`src/rtl/unsi_multiplier_16bit_if.sv`:
```
// ---------------------------------------------------------------------------
// unsi_multiplier_16bit_if
//
// Request/response bundle for the sequential shift-add unsigned multiplier.
//
// Signals:
//   start_multiply  requester -> multiplier  request a new multiplication
//   input_1         requester -> multiplier  multiplicand (WIDTH bits)
//   input_2         requester -> multiplier  multiplier   (WIDTH bits)
//   output_P        multiplier -> requester  registered product (2*WIDTH bits)
//   output_ready    multiplier -> requester  output_P holds the latest result
//   busy            multiplier -> requester  multiplication in progress
//   zero            multiplier -> requester  registered "product is zero" flag
//
// Modports:
//   master  the side that issues operands and consumes the product
//   slave   the multiplier itself
// ---------------------------------------------------------------------------
interface unsi_multiplier_16bit_if #(
    parameter int WIDTH = 16
) ();

    logic                   start_multiply;
    logic [WIDTH-1:0]       input_1;
    logic [WIDTH-1:0]       input_2;
    logic [2*WIDTH-1:0]     output_P;
    logic                   output_ready;
    logic                   busy;
    logic                   zero;

    modport master (
        output start_multiply,
        output input_1,
        output input_2,
        input  output_P,
        input  output_ready,
        input  busy,
        input  zero
    );

    modport slave (
        input  start_multiply,
        input  input_1,
        input  input_2,
        output output_P,
        output output_ready,
        output busy,
        output zero
    );

endinterface

```
`src/rtl/unsi_multiplier_16bit.sv`:
```
// ---------------------------------------------------------------------------
// unsi_multiplier_16bit
//
// Sequential shift-add unsigned multiplier. Produces the full 2*WIDTH-bit
// product of two WIDTH-bit operands, retiring one multiplier bit per clock.
// A start is accepted in IDLE or DONE; WIDTH clocks later the product, the
// zero flag and output_ready are written on the same edge that busy falls.
// The result is then held in DONE until the next accepted start.
//
// Parameters:
//   WIDTH      operand width in bits
//   LOG_WIDTH  iteration counter width, 2**LOG_WIDTH >= WIDTH
//
// Ports:
//   clock    rising-edge clock
//   reset_n  asynchronous active-low reset
//   mul_bus  slave side of unsi_multiplier_16bit_if
//            (start_multiply, input_1, input_2 in;
//             output_P, output_ready, busy, zero out)
// ---------------------------------------------------------------------------
module unsi_multiplier_16bit #(
    parameter int WIDTH     = 16,
    parameter int LOG_WIDTH = 4
) (
    input  logic                    clock,
    input  logic                    reset_n,
    unsi_multiplier_16bit_if.slave  mul_bus
);

    typedef enum logic [1:0] {
        IDLE = 2'd0,
        CALC = 2'd1,
        DONE = 2'd2
    } state_t;

    localparam logic [LOG_WIDTH-1:0] LAST_COUNT = LOG_WIDTH'(WIDTH - 1);

    state_t                 state;
    state_t                 state_next;

    logic [WIDTH-1:0]       mcand;
    logic [WIDTH-1:0]       mcand_next;
    logic [WIDTH-1:0]       mult;
    logic [WIDTH-1:0]       mult_next;
    logic [WIDTH:0]         acc;
    logic [WIDTH:0]         acc_next;
    logic [LOG_WIDTH-1:0]   counter;
    logic [LOG_WIDTH-1:0]   counter_next;

    logic [2*WIDTH-1:0]     product;
    logic [2*WIDTH-1:0]     product_next;
    logic                   ready;
    logic                   ready_next;
    logic                   busy_r;
    logic                   busy_next;
    logic                   zero_r;
    logic                   zero_next;

    logic [WIDTH:0]         addend;
    logic [WIDTH:0]         sum;
    logic [2*WIDTH-1:0]     shifted;
    logic                   last_iter;

    // Partial-product datapath. acc never exceeds WIDTH significant bits
    // after a shift, so a WIDTH+1-bit sum always holds the carry out.
    // Shifting {acc, mult} right by one drops mult[0] (already consumed)
    // and moves sum[0] into the top of mult; the full register after the
    // shift is therefore {sum, mult[WIDTH-1:1]}.
    always_comb begin
        addend    = mult[0] ? {1'b0, mcand} : '0;
        sum       = acc + addend;
        shifted   = {sum, mult[WIDTH-1:1]};
        last_iter = (counter == LAST_COUNT);
    end

    // Next-state and next-register logic. Every register holds by default;
    // only an accepted start or a CALC iteration changes anything.
    always_comb begin
        state_next   = state;
        mcand_next   = mcand;
        mult_next    = mult;
        acc_next     = acc;
        counter_next = counter;
        product_next = product;
        ready_next   = ready;
        busy_next    = busy_r;
        zero_next    = zero_r;

        case (state)
            IDLE, DONE: begin
                if (mul_bus.start_multiply) begin
                    mcand_next   = mul_bus.input_1;
                    mult_next    = mul_bus.input_2;
                    acc_next     = '0;
                    counter_next = '0;
                    busy_next    = 1'b1;
                    ready_next   = 1'b0;
                    state_next   = CALC;
                end
            end

            CALC: begin
                acc_next     = {1'b0, sum[WIDTH:1]};
                mult_next    = {sum[0], mult[WIDTH-1:1]};
                counter_next = counter + 1'b1;
                if (last_iter) begin
                    product_next = shifted;
                    zero_next    = (shifted == '0);
                    ready_next   = 1'b1;
                    busy_next    = 1'b0;
                    counter_next = '0;
                    state_next   = DONE;
                end
            end

            default: begin
                state_next = IDLE;
            end
        endcase
    end

    // FSM state register.
    always_ff @(posedge clock or negedge reset_n) begin
        if (!reset_n) begin
            state <= IDLE;
        end else begin
            state <= state_next;
        end
    end

    // Datapath and output registers. A reset mid-calculation discards the
    // partial product; nothing is ever flagged ready without a new start.
    always_ff @(posedge clock or negedge reset_n) begin
        if (!reset_n) begin
            mcand   <= '0;
            mult    <= '0;
            acc     <= '0;
            counter <= '0;
            product <= '0;
            ready   <= 1'b0;
            busy_r  <= 1'b0;
            zero_r  <= 1'b0;
        end else begin
            mcand   <= mcand_next;
            mult    <= mult_next;
            acc     <= acc_next;
            counter <= counter_next;
            product <= product_next;
            ready   <= ready_next;
            busy_r  <= busy_next;
            zero_r  <= zero_next;
        end
    end

    assign mul_bus.output_P     = product;
    assign mul_bus.output_ready = ready;
    assign mul_bus.busy         = busy_r;
    assign mul_bus.zero         = zero_r;

endmodule
```
`src/flat_wrapper.sv`:
```
// flat-port wrapper written by rule: the top's interface ports become plain ports
module unsi_multiplier_16bit_flat 
#(
    parameter int WIDTH     = 16,
    parameter int LOG_WIDTH = 4
)
  (clock, reset_n, mul_bus_start_multiply, mul_bus_input_1, mul_bus_input_2, mul_bus_output_P, mul_bus_output_ready, mul_bus_busy, mul_bus_zero);
  unsi_multiplier_16bit_if #(.WIDTH(WIDTH)) mul_bus_i ();
  input  logic clock;
  input  logic reset_n;
  input wire logic [$bits(mul_bus_i.start_multiply)-1:0] mul_bus_start_multiply;
  input wire logic [$bits(mul_bus_i.input_1)-1:0] mul_bus_input_1;
  input wire logic [$bits(mul_bus_i.input_2)-1:0] mul_bus_input_2;
  output wire logic [$bits(mul_bus_i.output_P)-1:0] mul_bus_output_P;
  output wire logic [$bits(mul_bus_i.output_ready)-1:0] mul_bus_output_ready;
  output wire logic [$bits(mul_bus_i.busy)-1:0] mul_bus_busy;
  output wire logic [$bits(mul_bus_i.zero)-1:0] mul_bus_zero;
  assign mul_bus_i.start_multiply = mul_bus_start_multiply;
  assign mul_bus_i.input_1 = mul_bus_input_1;
  assign mul_bus_i.input_2 = mul_bus_input_2;
  assign mul_bus_output_P = mul_bus_i.output_P;
  assign mul_bus_output_ready = mul_bus_i.output_ready;
  assign mul_bus_busy = mul_bus_i.busy;
  assign mul_bus_zero = mul_bus_i.zero;
  unsi_multiplier_16bit #(.WIDTH(WIDTH), .LOG_WIDTH(LOG_WIDTH)) u_core (.clock(clock), .reset_n(reset_n), .mul_bus(mul_bus_i));
endmodule
```
`config.mk`:
```
export PLATFORM = sky130hd
export DESIGN_NAME = unsi_multiplier_16bit_flat
export DESIGN_NICKNAME = d
export VERILOG_FILES = /design/src/rtl/unsi_multiplier_16bit_if.sv /design/src/rtl/unsi_multiplier_16bit.sv /design/src/flat_wrapper.sv
export SDC_FILE = /design/constraint.sdc
export NUM_CORES = 1
export LEC_CHECK = 0
export CORE_AREA = 3 3 74 128
export CTS_BUF_LIST = sky130_fd_sc_hd__clkbuf_2 sky130_fd_sc_hd__clkbuf_4 sky130_fd_sc_hd__clkbuf_8
export CTS_CLUSTER_SIZE = 25
export DETAILED_ROUTE_END_ITERATION = 12
export DIE_AREA = 0 0 77 131
export PLACE_DENSITY = 0.76
export SYNTH_ARGS = -nofsm -noshare
export SYNTH_HDL_FRONTEND = slang
export SYNTH_SLANG_ARGS = --single-unit
```
`constraint.sdc`:
```
create_clock -name clock -period 3.35 [get_ports clock]
set_input_delay 0.8375 -clock clock [delete_from_list [all_inputs] [get_ports clock]]
set_output_delay 0.8375 -clock clock [all_outputs]
set_load 0.02 [all_outputs]
```
After elaboration in Yosys (flattened, before gate mapping)

Index checks and enable logic that the tools add are counted.

Register bits: 90
Latch bits: 0
Bits in writable memories: 0
Bits in read-only memories: 0
Bits of input ports: 35
Word-level logic and storage cells: 42
Memories kept: 0

Add/subtract/negate cells: 2
Multiply operators: 0
Div/mod/pow operators: 0
Order comparisons: 0
Equal/unequal tests: 5
Shifts and indexed selects: 0
Mux-type cells: 17
Bitwise logic cells: 0
Reductions and logical operators: 9

Operator list:

| operator            | count |
|---|---|
| $pmux 17 s2         | 1 |
| $logic_not 32->1    | 1 |
| $mux 16             | 2 |
| $pmux 16 s2         | 1 |
| $add 17x17->17      | 1 |
| $mux 17             | 1 |
| $mux 4              | 2 |
| $pmux 4 s2          | 1 |
| $reduce_and 2->1    | 4 |
| $add 4x1->4 const B | 1 |
| $eq 4x4->1 const B  | 1 |
| $mux 1              | 4 |
| $mux 2              | 2 |
| $pmux 1 s2          | 2 |
| $pmux 2 s2          | 1 |
| $reduce_and 3->1    | 1 |
| $eq 2x1->1 const B  | 1 |
| $eq 2x2->1 const B  | 1 |
| $logic_not 2->1     | 1 |
| $ne 2x1->1 const B  | 1 |
| $ne 2x2->1 const B  | 1 |
| $reduce_bool 2->1   | 1 |
| $reduce_or 2->1     | 1 |

Depth between registers and ports, before layout

Depth in word-level cells: 4
Mapped depth: 13
Mapped depth without buffers: 12

Worst setup path before layout

No wires, ideal clock.

Path type: register to register
Start point: register u_core.mult[0]
End point: register u_core.zero_r (netlist: u_core.mul_bus.zero)
Setup time: 0.092 ns
Data arrival time: 2.743 ns
Path slack: 0.515 ns
Cell stages (with the launch flop): 14
Clock period less this slack: 2.835 ns
Path through: dfrtp_1 clkbuf_1 and2_1 ha_1 inv_1 fa_1 and2b_1 o211a_1 o311ai_2 nand2_2 a221o_1 nor4_2 nand4_1 o31ai_2

Longest elaborated chain between the ends: 3

Ends and longest elaborated chain:

| item                   | line                         | text |
|---|---|---|
| from (decl)            | unsi_multiplier_16bit.sv:43  | `logic [WIDTH-1:0] mult;` |
| from (signal assigned) | unsi_multiplier_16bit.sv:145 | `mult <= mult_next;` |
| $mux 16                | unsi_multiplier_16bit.sv:70  | `addend = mult[0] ? {1'b0, mcand} : '0;` |
| $add 17x17->17         | unsi_multiplier_16bit.sv:71  | `sum = acc + addend;` |
| $logic_not 32->1       | unsi_multiplier_16bit.sv:108 | `zero_next = (shifted == '0);` |
| to (signal assigned)   | unsi_multiplier_16bit.sv:151 | `zero_r <= zero_next;` |
| to (decl)              | unsi_multiplier_16bit.sv:56  | `logic zero_r;` |

Every way passes these cells.
A chain may end at the register's enable or synchronous reset.

Final worst setup path

Same ends and word-level chain as after synthesis.

==> results by group <==
Critical path
  – CP Data Required Time: 3.62 ns
  – Worst Setup EP: u_core.mul_bus.zero
  – CP Cell Sequence: and2_1 > ha_1 > inv_1 > fa_1 > and2b_1 > o211a_1 > o311ai_2 > nand2_2 > a221o_1 > nor4_2 > nand4_1 > o31ai_2
  – Crit path arrival time: 3.36 ns
  – Worst r2r path cells: 12
  – Stages on the worst setup path: 12
  – CP max-delay cell: dfrtp_1
  – Max incr delay on CP: 0.50 ns
  – Top delay family on crit path: compound AO/OA/AOI/OAI gates
  – R2R Path Start: u_core.mult[0]
  – CP Capture Type: register
  – Setup CP Type: reg2reg
  – Worst path bufs/invs: 1
  – Nature of the critical path startpoint: register
  – R2r setup slk: 0.26 ns
  – Crit path from: u_core.mult[0]
  – RR Endpoint: u_core.mul_bus.zero
  – CP Max Fanout: 17

Floorplan
  – Site Rows: 45
  – Initial Util: 50.8%
  – Die X: 77 um
  – Die area: 0.0101 mm2
  – I/O Pins: 70
  – Core area: 0.00861 mm2
  – Die H: around 130 um

Place
  – Final HPWL DP: approximately 8300 um
  – RePlAce Congestion: 0.912
  – I/O Buffers: 69

Yosys
  – Syn_nets: between 500 and 600
  – Synth Flop Type: dfrtp_1
  – Sequential-to-total area share from yosys stat: 50.9%
  – Synth area leader: dfrtp_1
  – Avg Cell Area, Syn: 8.87 um2
  – Post-synth EDFFs: 0
  – Top cells by area, synth: dfrtp_1 51%, nand2_1 16%, ha_1 4.9%
  – Ys async rst share: 100%
  – Flops & latches, synth: 89
  – Post-synth top cells: 185 x nand2_1, 89 x dfrtp_1, 34 x nor2_1, 22 x clkbuf_1, 18 x o21ai_0
  – Post-synthesis cell area: 0.00437 mm2
  – Most common cell in the netlist: nand2_1
  – Syn Inst Count: approximately 490
  – Synthesis warning total: 0
  – Synth cell types: 51
  – Share of the synthesized area in the top cell type: 50.9%

Route
  – WL met3: 446 um
  – DR pass1 iterations: 6
  – DR vias: between 3000 and 4000
  – DRT iter0 DRCs: 220
  – Vias/cell: around 5.5
  – Top Metal Used: met4
  – Wl on met1: 4110 um
  – Drc violations: 0
  – Routed WL: 11100 um
  – DR WL/cell: ~16 um
  – ANT nets after route: 0
  – Met2 wire length: around 6000 um

Power
  – PwrDens: 1060 mW/mm2
  – Peak supply drop: 0.589 mV
  – Static Leakage: about 2.6 nW

Clock network
  – CTS Buf Count: 9
  – Clk Latency, worst-skew pair: ~0.35 ns
  – # resized after CTS: 0
  – Clock root buffer: clkbuf_8
  – Cts hold-fix bufs: 0
  – # Post-CTS Setup Buffers: 0
  – # H-tree levels: 3
  – CTS sink count: 89
  – CTS Buffer Depth: 2
  – Clk slew on worst S/H paths: 0.09 ns
  – CTS tree: built

Timing
  – Final period util: 92.2%
  – Relative slew slack: 26.6%
  – F_max: 324 MHz
  – Final hold violations: 0
  – Final setup fails: 0
  – Final Max Tran Viols: 0
  – Setup TNS: 0 ns
  – Final Skew: 0.00706 ns
  – RSZ-0062 raised after global routing: no
  – Actual slew at the worst max-slew pin: 1.10 ns
  – Final worst path period need: 3.09 ns

Global routing
  – GRT Util Overall: 23.3%
  – Initial antenna violation count: 0
  – First-pass GRT wire length: 18200 um
  – Largest net degree at the start of global routing: 61
  – Vias in the first global route: 3782
  – Total gr overflow: 0

Final layout
  – Core Util, Final: 62.9%
  – Layout cells sized above 1: 6.74%
  – Nets: 612
  – P&R area growth vs syn: 24.0%
  – Ant. Diodes: 0

Job
  – Maxcap violations: 0

Status
  – Status: completed

Hold path
  – Hold Crit Class: reg2reg
cells by family after synthesis:
logic type,after synthesis,synth area share [%]
fa+ha+maj,18,5.32
simple gates,265,25.5
mux,1,0.257
flops,89,50.9
compound gates,82,13.6
buf+inv,28,2.40
xor+xnor,10,2.00
cell usage in the layout (no fill, tap or decap), types with 3 or more instances in the layout:
cell type and count:
a22o_1 14, nand3_1 3, clkdlybuf4s50_1 68, xnor2_1 5
xor2_1 5, nand4_1 4, inv_1 4, a21o_1 6
and2_1 15, a31oi_1 17, nor2_1 34, nor3_1 5
ha_1 17, nand2_1 185, buf_4 10, o21ai_0 18
a21oi_1 5, clkbuf_8 12, nor4_1 3, dfrtp_1 89
through the flow:
step / std cells / power [mW] / setup slack (ns) / instance area [um2] / hold WS (ns)
detailed placement: 665 / 4.95 / 0.286 / 5210 / 0.462
global route: 681 / 6.17 / 0.0206 / 5420 / 0.502
global placement: 665 / 4.86 / 0.417 / 5210 / 0.454
CTS: 681 / 5.75 / 0.268 / 5420 / 0.484
finish: 681 / 5.74 / 0.260 / 5420 / 0.478
floorplan: 493 / 3.90 / 0.515 / 4370 / 0.438
area by class of cell:
cell class / instances / area, um2
Clock inverter: 4 / 48.8
Timing Repair Buffer: 79 / 776
Sequential cell: 89 / 2230
Clock buffer: 12 / 165
Inverter: 4 / 15.0
Multi-Input combinational cell: 376 / 2040
Tap cell: 117 / 146
Fill cell: 745 / 3190
worst min-delay path, cell delays in order (launching register included):
cell and delay, ns:
dfrtp_1 0.35, nand2_1 0.05, nand2_1 0.06
sequential cells by signal, indices dropped and copies added (netlist names):
name / count
u_core.state: 2
u_core.counter: 4
u_core.acc: 16
u_core.mul_bus.zero: 1
u_core.mcand: 16
u_core.mul_bus.busy: 1
u_core.mul_bus.output_ready: 1
u_core.mult: 16
u_core.mul_bus.output_P: 32
layer usage:
metal  up-vias  global-route usage (%)
met3        37                    4.46
li1       1794                       -
met4         0                    13.8
met5         -                       0
met1      1782                    24.7
met2       120                    42.8
report_power, final:
| group | switching [mW] | internal (mW) |
|---|---|---|
| clock network | 0.376 | 0.406 |
| logic | 1.70 | 1.34 |
| registers | 0.368 | 1.55 |
| total | 2.44 | 3.30 |
worst min-delay path by stage:
stage / depth (start not counted) / slack [ns] / startpoint / to
floorplan: 2 / 0.44 / u_core.mcand[0] / u_core.mcand[0]
global placement: 2 / 0.45 / u_core.mcand[0] / u_core.mcand[0]
detailed placement: 2 / 0.46 / u_core.mul_bus.output_P[10] / u_core.mul_bus.output_P[10]
CTS: 2 / 0.48 / u_core.mul_bus.output_P[10] / u_core.mul_bus.output_P[10]
global route: 2 / 0.50 / u_core.mcand[14] / u_core.mcand[14]
finish: 2 / 0.48 / u_core.mul_bus.output_P[10] / u_core.mul_bus.output_P[10]
(Power assumes the default switching activity.)
